File: config.mk
export PLATFORM = sky130hd
export DESIGN_NAME = hex_display_arbiter
export DESIGN_NICKNAME = d
export VERILOG_FILES = /design/src/rtl/hex_display_pkg.sv /design/src/rtl/rr_picker.sv /design/src/rtl/hex_display_arbiter.sv
export SDC_FILE = /design/constraint.sdc
export NUM_CORES = 1
export LEC_CHECK = 0
export ABC_CLOCK_PERIOD_IN_PS = 2500
export CAP_MARGIN = 20
export CORE_UTILIZATION = 41
export CTS_BUF_LIST = sky130_fd_sc_hd__clkbuf_4 sky130_fd_sc_hd__clkbuf_8
export CTS_CLUSTER_DIAMETER = 150
export CTS_CLUSTER_SIZE = 16
export DETAILED_ROUTE_END_ITERATION = 6
export GPL_TIMING_DRIVEN = 1
export PLACE_DENSITY = 0.79
export SETUP_SLACK_MARGIN = 0.1
export SLEW_MARGIN = 20
export SYNTH_ARGS = -nofsm -noshare
export SYNTH_HDL_FRONTEND = slang
export SYNTH_HIERARCHICAL = 1
export SYNTH_SLANG_ARGS = --single-unit
File: constraint.sdc
create_clock -name i_clock -period 2.5 [get_ports i_clock]
set_input_delay 0.5 -clock i_clock [delete_from_list [all_inputs] [get_ports i_clock]]
set_output_delay 0.5 -clock i_clock [all_outputs]
set_load 0.1 [all_outputs]
File: src/rtl/hex_display_pkg.sv
// rtl/hex_display_pkg.sv - shared types and helpers for the hex display arbiter
package hex_display_pkg;

  typedef enum logic [1:0] {ST_IDLE, ST_GRANT, ST_GAP} disp_state_t;

  // Counter width able to hold cycles-1; never narrower than one bit
  function automatic int cnt_width(input int cycles);
    return (cycles > 2) ? $clog2(cycles) : 1;
  endfunction

endpackage

File: src/rtl/rr_picker.sv
// rtl/rr_picker.sv - combinational round-robin picker starting after the last winner
module rr_picker #(
  parameter int NUM_REQ = 3,
  parameter int IW      = (NUM_REQ > 1) ? $clog2(NUM_REQ) : 1
) (
  input  logic [NUM_REQ-1:0] req,
  input  logic [IW-1:0]      last,
  output logic [NUM_REQ-1:0] grant,
  output logic [IW-1:0]      idx,
  output logic               valid
);

  logic [IW-1:0] cand;

  // Scan from last+1 upward with wrap; the first requester found wins
  always_comb begin
    grant = '0;
    idx   = '0;
    valid = 1'b0;
    cand  = '0;
    for (int k = 1; k <= NUM_REQ; k++) begin
      cand = IW'((int'(last) + k) % NUM_REQ);
      if (!valid && req[cand]) begin
        valid       = 1'b1;
        grant[cand] = 1'b1;
        idx         = cand;
      end
    end
  end

endmodule

File: src/rtl/hex_display_arbiter.sv
// rtl/hex_display_arbiter.sv - time-shares the hex digits between requesters
module hex_display_arbiter
  import hex_display_pkg::*;
#(
  parameter int NUM_HEX     = 6,
  parameter int NUM_REQ     = 3,
  parameter int HOLD_CYCLES = 50_000_000,
  parameter int GAP_CYCLES  = 2
) (
  input  logic                         i_clock,
  input  logic                         i_reset,
  input  logic [NUM_REQ-1:0]           i_req,
  input  logic [NUM_REQ*NUM_HEX*4-1:0] i_hex_data,
  input  logic                         i_next,
  output logic [NUM_REQ-1:0]           o_grant,
  output logic [NUM_HEX*4-1:0]         o_hex,
  output logic                         o_enable,
  output logic                         o_busy
);

  localparam int DW  = NUM_HEX * 4;
  localparam int IW  = $clog2(NUM_REQ);
  localparam int HW  = cnt_width(HOLD_CYCLES);
  localparam int GW  = cnt_width(GAP_CYCLES);
  localparam logic [HW-1:0] HOLD_RELOAD = HW'(HOLD_CYCLES - 1);
  localparam logic [GW-1:0] GAP_RELOAD  = GW'(GAP_CYCLES - 1);
  localparam logic [IW-1:0] LAST_INIT   = IW'(NUM_REQ - 1);

  disp_state_t         state;
  logic [HW-1:0]       hold_cnt;
  logic [GW-1:0]       gap_cnt;
  logic [IW-1:0]       last_grant;

  logic [NUM_REQ-1:0]  pick_grant;
  logic [IW-1:0]       pick_idx;
  logic                pick_valid;
  logic                owner_req;
  logic                other_req;

  rr_picker #(
    .NUM_REQ (NUM_REQ),
    .IW      (IW)
  ) u_picker (
    .req   (i_req),
    .last  (last_grant),
    .grant (pick_grant),
    .idx   (pick_idx),
    .valid (pick_valid)
  );

  // Owner still wants the display / someone else is waiting for it
  always_comb begin
    owner_req = |(i_req & o_grant);
    other_req = |(i_req & ~o_grant);
  end

  // Digits of the current owner; all-zero while nobody owns the display
  always_comb begin
    o_hex = '0;
    for (int r = 0; r < NUM_REQ; r++) begin
      if (o_grant[r]) begin
        o_hex = o_hex | i_hex_data[r*DW +: DW];
      end
    end
  end

  // Ownership state machine: grant, hold/rotate, blank gap, idle
  always_ff @(posedge i_clock) begin
    if (i_reset) begin
      state      <= ST_IDLE;
      o_grant    <= '0;
      o_busy     <= 1'b0;
      o_enable   <= 1'b0;
      hold_cnt   <= '0;
      gap_cnt    <= '0;
      last_grant <= LAST_INIT;
    end else begin
      case (state)
        ST_IDLE: begin
          if (pick_valid) begin
            state      <= ST_GRANT;
            o_grant    <= pick_grant;
            last_grant <= pick_idx;
            hold_cnt   <= HOLD_RELOAD;
            o_busy     <= 1'b1;
            o_enable   <= 1'b1;
          end
        end
        ST_GRANT: begin
          if (!owner_req || (((hold_cnt == '0) || i_next) && other_req)) begin
            state    <= ST_GAP;
            o_grant  <= '0;
            o_busy   <= 1'b0;
            o_enable <= 1'b0;
            gap_cnt  <= GAP_RELOAD;
          end else if (hold_cnt == '0) begin
            hold_cnt <= HOLD_RELOAD;
          end else begin
            hold_cnt <= hold_cnt - 1'b1;
          end
        end
        ST_GAP: begin
          if (gap_cnt == '0) begin
            if (pick_valid) begin
              state      <= ST_GRANT;
              o_grant    <= pick_grant;
              last_grant <= pick_idx;
              hold_cnt   <= HOLD_RELOAD;
              o_busy     <= 1'b1;
              o_enable   <= 1'b1;
            end else begin
              state <= ST_IDLE;
            end
          end else begin
            gap_cnt <= gap_cnt - 1'b1;
          end
        end
        default: begin
          state    <= ST_IDLE;
          o_grant  <= '0;
          o_busy   <= 1'b0;
          o_enable <= 1'b0;
        end
      endcase
    end
  end

endmodule

==> Word-level counts from Yosys, hierarchy flattened <==
Cells that the tools add are included.
{ "totals": {"regBits": 36, "in_bits": 78, "output_inout_bits": 29, "word_cells": 108} }
{ "classes": {"n_addsub": 5, "div_mod_pow": 3, "n_lt_le_gt_ge": 6, "n_eq_ne": 6, "muxes": 51, "bitwise": 7, "n_reduce_logical": 23} }
{ "ops": {"columns": ["cell", "count"], "rows": [
  ["$mux 26", 4],
  ["$mod 32x3->32 const B", 3],
  ["$pmux 26 s3", 1],
  ["$mux 24", 3],
  ["$or 24x24->24", 2],
  ["$logic_not 26->1", 1],
  ["$sub 26x1->26 const B", 1],
  ["$mux 3", 6],
  ["$mux 1", 17],
  ["$mux 2", 8],
  ["$lt 2x3->1 const B", 3],
  ["$pmux 3 s3", 1],
  ["$ne 2x2->1 const B", 4],
  ["$add 2x2->3 const B", 2],
  ["$and 3x3->3", 2],
  ["$bmux 1 s2", 3],
  ["$demux 1 s2", 3],
  ["$ge 2x1->1 const B", 3],
  ["$logic_and 1x1->1", 6],
  ["$or 3x3->3", 2],
  ["$pmux 1 s3", 2],
  ["$pmux 2 s3", 1],
  ["$reduce_and 2->1", 3],
  ["$reduce_and 3->1", 2],
  ["other kinds (13)", 18]
]} }

==> Longest topological paths before layout <==
{ "logic_depth": {"ltp_word": 14, "depth_mapped": 12, "ltp_nobuf": 11} }

==> Hierarchy <==
The synthesis kept the hierarchy.
{ "by_module_without_submodules": {"columns": ["mod", "n_inst", "cells_each", "area_each_um2"], "rows": [
  ["hex_display_arbiter", 1, 300, 2422.3],
  ["rr_picker", 1, 41, 297.8]
]} }

==> Worst setup path after synthesis <==
OpenSTA, ideal clock, no wires.
{ "synth_path": {"kind": "register to output", "from": "reg o_grant[1]", "to": "out o_hex[10]", "t_arrival_ns": 2.256, "t_required_ns": 2.000, "setup_slack_ns": -0.256, "stages_incl_launch_ff": 5, "n_path_buf": 2, "path_cell_list": "dfxtp_1 buf_2 clkbuf_1 a222oi_1 inv_1"} }
{ "synth_between": {"elab_chain_cells": 3} }
{ "synth_lines": {"columns": ["element", "line", "source"], "rows": [
  ["start: declaration", "hex_display_arbiter.sv:15", "output logic [NUM_REQ-1:0] o_grant,"],
  ["start signal: assignment", "hex_display_arbiter.sv:82", "o_grant <= pick_grant;"],
  ["start signal: assignment", "hex_display_arbiter.sv:106", "o_grant <= pick_grant;"],
  ["$mux 24 *", "hex_display_arbiter.sv:61", "if (o_grant[r]) begin"],
  ["$or 24x24->24", "hex_display_arbiter.sv:62", "o_hex = o_hex | i_hex_data[r*DW +: DW];"],
  ["$mux 24 *", "hex_display_arbiter.sv:61", null],
  ["end: declaration", "hex_display_arbiter.sv:16", "output logic [NUM_HEX*4-1:0] o_hex,"]
]} }
Mark *: on every way between the ends. The rest lies on a longest branch, timed or not.

==> Final worst setup path <==
{ "layout_path": {"from": "in i_req[2]", "to": "reg hold_cnt[11]"} }
{ "layout_between": {"elab_chain_cells": 12, "word_cells_on_any_way": 25, "classes_between": "eq/ne (1); mux (12); bitwise (2); reduce/logical (10)"} }
{ "layout_lines": {"columns": ["element", "line", "source"], "rows": [
  ["start: declaration", "hex_display_arbiter.sv:12", "input logic [NUM_REQ-1:0] i_req,"],
  ["$bmux 1 s2", "rr_picker.sv:23", "if (!valid && req[cand]) begin"],
  ["$mux 1 (not written as such)", "rr_picker.sv:23", null],
  ["$mux 1", "rr_picker.sv:23", null],
  ["$logic_not 1->1", "rr_picker.sv:23", null],
  ["$logic_and 1x1->1", "rr_picker.sv:23", null],
  ["$mux 1", "rr_picker.sv:23", null],
  ["$logic_not 1->1", "rr_picker.sv:23", null],
  ["$logic_and 1x1->1", "rr_picker.sv:23", null],
  ["$mux 1", "rr_picker.sv:23", null],
  ["$mux 26 (2 in series)", null, null],
  ["$pmux 26 s3", null, null],
  ["end signal: assignment", "hex_display_arbiter.sv:99", "hold_cnt <= hold_cnt - 1'b1;"],
  ["end: declaration", "hex_display_arbiter.sv:30", "logic [HW-1:0] hold_cnt;"]
]} }
Several ways; a longest one is shown, not always the timed one. The select of a mux whose other input is x is not followed.
A chain may end at the register's enable or synchronous reset.

==> results.md <==
- Outcome: finished clean
- Die Outline Area: 6960 µm²
- Count of routing violations after the opening detailed-route iteration: 306
- Hold-critical path endpoint: hold_cnt[0]$_SDFFE_PP0P_
- Class of the tightest hold or removal check: reg -> reg
- Number of search-and-repair iterations in the first detailed-routing pass: 5
- Predominant post-synthesis flop cell: sky130_fd_sc_hd__dfxtp_1
- Final GP Congestion: 0.905
- Total DRC errors in the routed layout: 0
- Highest cell delay on the worst timing path: 620 ps
- Share of flip-flops with an asynchronous set or reset after synthesis: 0
- Clk sinks: 36
- Worst path top cell family by delay: buffers and inverters
- Leftover overflow at the end of global routing: 0
- Level count of the clock H-tree: 2
- Cell area after synthesis: 2720 µm²
- Sort of element at the end of the critical path: register
- CP Cell Sequence: clkdlybuf4s50_1, a222oi_1, or2_2, a221oi_2, buf_4, a41oi_1, a311oi_1
- Arrival time at the worst endpoint: 2530 ps
- Dominant combinational cell family by area after synthesis: compound AO/OA/AOI/OAI gates
- Number of pins exceeding their max-slew limit in the final report: 0
- Unrepaired setup endpoints after global routing: no
- Instance count along the most critical hold path: 1
- Worst reg2reg setup slack: 200 ps
- Fraction of layout instances using a drive strength above 1: 0.277
- Relative slew margins: 0.602
- Fraction of synthesized cell area in xor and xnor cells: 0
- Number of nets produced by synthesis: 424
- Global-route wire length before repair: 15.9 mm
- Crit Reg-Reg Startpoint: hold_cnt[1]$_SDFFE_PP0P_
- Fmax: ~430 MHz
- Critical path peak fanout: 8
- Mapped Avg Cell Area: 7.98 µm²
- Total via count after detailed routing: 3429
- Clock period minus worst slack: 2320 ps
- DR WL/cell: 18.0 µm
- Area after DPL: 4300 µm²
- Post-synthesis share of cell area spent on and, or, nand and nor gates: 0.241
- Skew final: 5.60 ps
- Number of instances in the synthesized netlist: between 300 and 400
- Overall die width: 83.5 µm
- Start point of the worst min-delay path: hold_cnt[0]$_SDFFE_PP0P_
- Initial core utilization: 0.426
- Quantity of I/O buffers inserted on ports: 106
- Top-Level Pins: 107
- Worst r2r path cells: 9
- Combined global-route utilization of all metal layers: 0.276
- Number of global-route vias before repair: 3347
- TritonCTS clock tree: done
- Slowest CP cell: sky130_fd_sc_hd__clkdlybuf4s50_1
- Buffers from clock root to sink, at most: 2
- Share of synthesized cell area in full adder, half adder and majority cells: 0.0230
- Number of unique standard cell types used by synthesis: 65
- Total Nets Final: 558
- Root cell of the clock tree: sky130_fd_sc_hd__clkbuf_8
- Final count of negative-setup-slack endpoints: 0
- Number of buffers inserted during clock tree synthesis: 5
- DPL Wire Length: ~7.2 mm
- Antenna violations before repair: 0
- Total wire length: 9.94 mm
- Worst Setup Path Type: in -> reg
- Vertical die dimension: roughly 83 µm
- Final hold violation count: 0
- Number of routed nets with antenna violations: 0
- Share of the synthesized area in compound gates (AO/OA/AOI/OAI): 0.362
- Share of synthesized area spent on multiplexers: 0.0147
- CP bufs+invs: 2
- Worst r2r dst: hold_cnt[11]$_SDFFE_PP0P_
- Worst-path clk slew: 70 ps
- Summed area of non-filler cells in the final layout: about 4500 µm²
- Synthesized flop and latch total: 36
- Transition time at the pin with the least slew margin: 593 ps
- Yosys top cell by area: sky130_fd_sc_hd__dfxtp_1
- Proportion of synthesized chip area in sequential cells: 0.265
- Skew-Pair Late Insertion Delay: 290 ps
- Number of warnings issued by yosys: 6
- Number of violations of the max-capacitance limit: 0
- Worst EP required: 2700 ps
- Count of flip-flops with a built-in enable after synthesis: 0
- Category of the worst setup path launch point: input port
- Diodes inserted: 0
- Setup TNS: 0 ps
- Area share of the largest cell type after synthesis: 0.265
- Row Count: 29
- Area growth, synth to finish: 64.7%
- Synth top area cells: sky130_fd_sc_hd__dfxtp_1 (26%), sky130_fd_sc_hd__a222oi_1 (9.2%), sky130_fd_sc_hd__inv_1 (5.9%)
- Pin count of the biggest net entering global routing: 28
- Ratio of final minimum period to clock period: 0.929
- Core Region: 6390 µm²
- Via count normalized by instance count: between 6 and 7
flip-flops by register name (all words and copies together) (netlist names):
| signal | flops |
|---|---|
| hold_cnt | 26 |
| gap_cnt | 1 |
| o_grant | 3 |
| o_enable | 1 |
| o_busy | 1 |
| state | 2 |
| last_grant | 2 |
cell type report:
type	count	area (µm²)
fillers	489	1910
multi-input cells	242	1790
repair buffers	147	1600
flip-flops and latches	36	728
inverters	43	161
clock buffers	8	97.6
well taps	77	96.3
worst register-to-register path, stage by stage, from the launching register on:
cell	delay, ps
sky130_fd_sc_hd__dfxtp_1	400
sky130_fd_sc_hd__inv_1	60
sky130_fd_sc_hd__ha_1	230
sky130_fd_sc_hd__nor4b_1	160
sky130_fd_sc_hd__buf_4	160
sky130_fd_sc_hd__and4b_2	280
sky130_fd_sc_hd__a221oi_2	310
sky130_fd_sc_hd__buf_4	220
sky130_fd_sc_hd__a41oi_1	150
sky130_fd_sc_hd__a311oi_1	260
repair_timing:
| action | 4_1_cts | 5_1_grt |
|---|---|---|
| endpoints found under the hold margin | 0 | 0 |
| endpoints found under the setup margin | 6 | 25 |
| gates resized for setup | 1 | 16 |
| gates cloned | 0 | 1 |
| buffers inserted | 0 | 3 |
| pin swaps | 0 | 2 |
| hold buffers | 0 | 0 |
placed cells by master (no fill, tap or decap), types with 6 or more instances in the layout:
| cell | count |
|---|---|
| sky130_fd_sc_hd__a2bb2oi_1 | 6 |
| sky130_fd_sc_hd__buf_4 | 44 |
| sky130_fd_sc_hd__nor2_1 | 10 |
| sky130_fd_sc_hd__dfxtp_1 | 30 |
| sky130_fd_sc_hd__nand3_1 | 6 |
| sky130_fd_sc_hd__inv_2 | 18 |
| sky130_fd_sc_hd__a222oi_1 | 25 |
| sky130_fd_sc_hd__buf_12 | 24 |
| sky130_fd_sc_hd__o21ai_0 | 14 |
| sky130_fd_sc_hd__inv_1 | 25 |
| sky130_fd_sc_hd__nand2_1 | 21 |
| sky130_fd_sc_hd__nor3_1 | 17 |
| sky130_fd_sc_hd__a21oi_1 | 21 |
| sky130_fd_sc_hd__o22ai_1 | 11 |
| sky130_fd_sc_hd__a31oi_1 | 6 |
| sky130_fd_sc_hd__clkbuf_8 | 6 |
| sky130_fd_sc_hd__nand2b_1 | 7 |
| sky130_fd_sc_hd__clkdlybuf4s50_1 | 75 |
| sky130_fd_sc_hd__dfxtp_2 | 6 |
| sky130_fd_sc_hd__nor4_1 | 9 |
cell usage after synthesis (2+ instances only):
cell / instances
sky130_fd_sc_hd__inv_1: 43
sky130_fd_sc_hd__o221ai_1: 2
sky130_fd_sc_hd__nand3_1: 6
sky130_fd_sc_hd__a211oi_1: 3
sky130_fd_sc_hd__and3_1: 5
sky130_fd_sc_hd__a31o_2: 2
sky130_fd_sc_hd__nand4b_4: 2
sky130_fd_sc_hd__a311oi_1: 4
sky130_fd_sc_hd__nor3_1: 17
sky130_fd_sc_hd__nor3b_1: 2
sky130_fd_sc_hd__nor4b_1: 2
sky130_fd_sc_hd__nor2_1: 10
sky130_fd_sc_hd__nand2_2: 2
sky130_fd_sc_hd__a2bb2oi_1: 6
sky130_fd_sc_hd__o31ai_1: 2
sky130_fd_sc_hd__ha_1: 5
sky130_fd_sc_hd__dfxtp_1: 36
sky130_fd_sc_hd__nor4_1: 9
sky130_fd_sc_hd__nand2_1: 21
sky130_fd_sc_hd__o22ai_1: 11
sky130_fd_sc_hd__a222oi_1: 25
sky130_fd_sc_hd__o21a_1: 4
sky130_fd_sc_hd__nand2b_1: 7
sky130_fd_sc_hd__a21oi_1: 22
sky130_fd_sc_hd__mux2i_1: 4
sky130_fd_sc_hd__nand3b_1: 4
sky130_fd_sc_hd__o21ai_0: 15
sky130_fd_sc_hd__or3_1: 4
sky130_fd_sc_hd__or4_1: 2
sky130_fd_sc_hd__o21ai_1: 2
sky130_fd_sc_hd__a31oi_1: 6
sky130_fd_sc_hd__o21ai_2: 2
sky130_fd_sc_hd__a221oi_2: 2
sky130_fd_sc_hd__buf_6: 2
sky130_fd_sc_hd__a221oi_1: 2
sky130_fd_sc_hd__nor2b_1: 3
sky130_fd_sc_hd__buf_2: 6
sky130_fd_sc_hd__clkbuf_1: 12
worst max-delay path by stage:
stage / slack, ps / startpoint / depth (start not counted) / end
2_1_floorplan: 80 / o_grant[1]$_SDFFE_PP0P_ / 4 / o_hex[10]
3_3_place_gp: -130 / i_req[1] / 11 / hold_cnt[15]$_SDFFE_PP0P_
3_5_place_dp: -170 / i_req[1] / 11 / hold_cnt[12]$_SDFFE_PP0P_
4_1_cts: 140 / last_grant[0]$_SDFFE_PP0P_ / 13 / hold_cnt[3]$_SDFFE_PP0P_
5_1_grt: 100 / last_grant[0]$_SDFFE_PP0P_ / 11 / hold_cnt[1]$_SDFFE_PP0P_
6_report: 180 / i_req[2] / 7 / hold_cnt[11]$_SDFFE_PP0P_
per-stage QoR:
stage,util,hold slack [ps],worst slack [ps],instances
detailed placement,0.674,462,-168,541
CTS,0.690,472,138,549
finish,0.701,475,177,553
global route,0.701,492,102,553
floorplan,-,434,80.1,341
global placement,0.674,451,-126,541
cell families (layout without fill, tap and decap cells):
kind of cell | count (synthesis) | count (layout)
compound gates | 127 | 127
simple gates | 106 | 106
buf+inv | 63 | 198
flops | 36 | 36
fa+ha+maj | 5 | 5
mux | 4 | 4
per-layer routing:
| metal | up-vias | global-route usage | routed length [µm] |
|---|---|---|---|
| li1 | 1603 | - | - |
| met1 | 1639 | 0.336 | 4000 |
| met2 | 166 | 0.490 | 4980 |
| met3 | 21 | 0.0534 | 754 |
| met4 | 0 | 0.0878 | 201 |
| met5 | - | 0 | 0 |
Power is not shown: default switching activity piles up to over one toggle a cycle in this logic, so the estimate is an artifact.
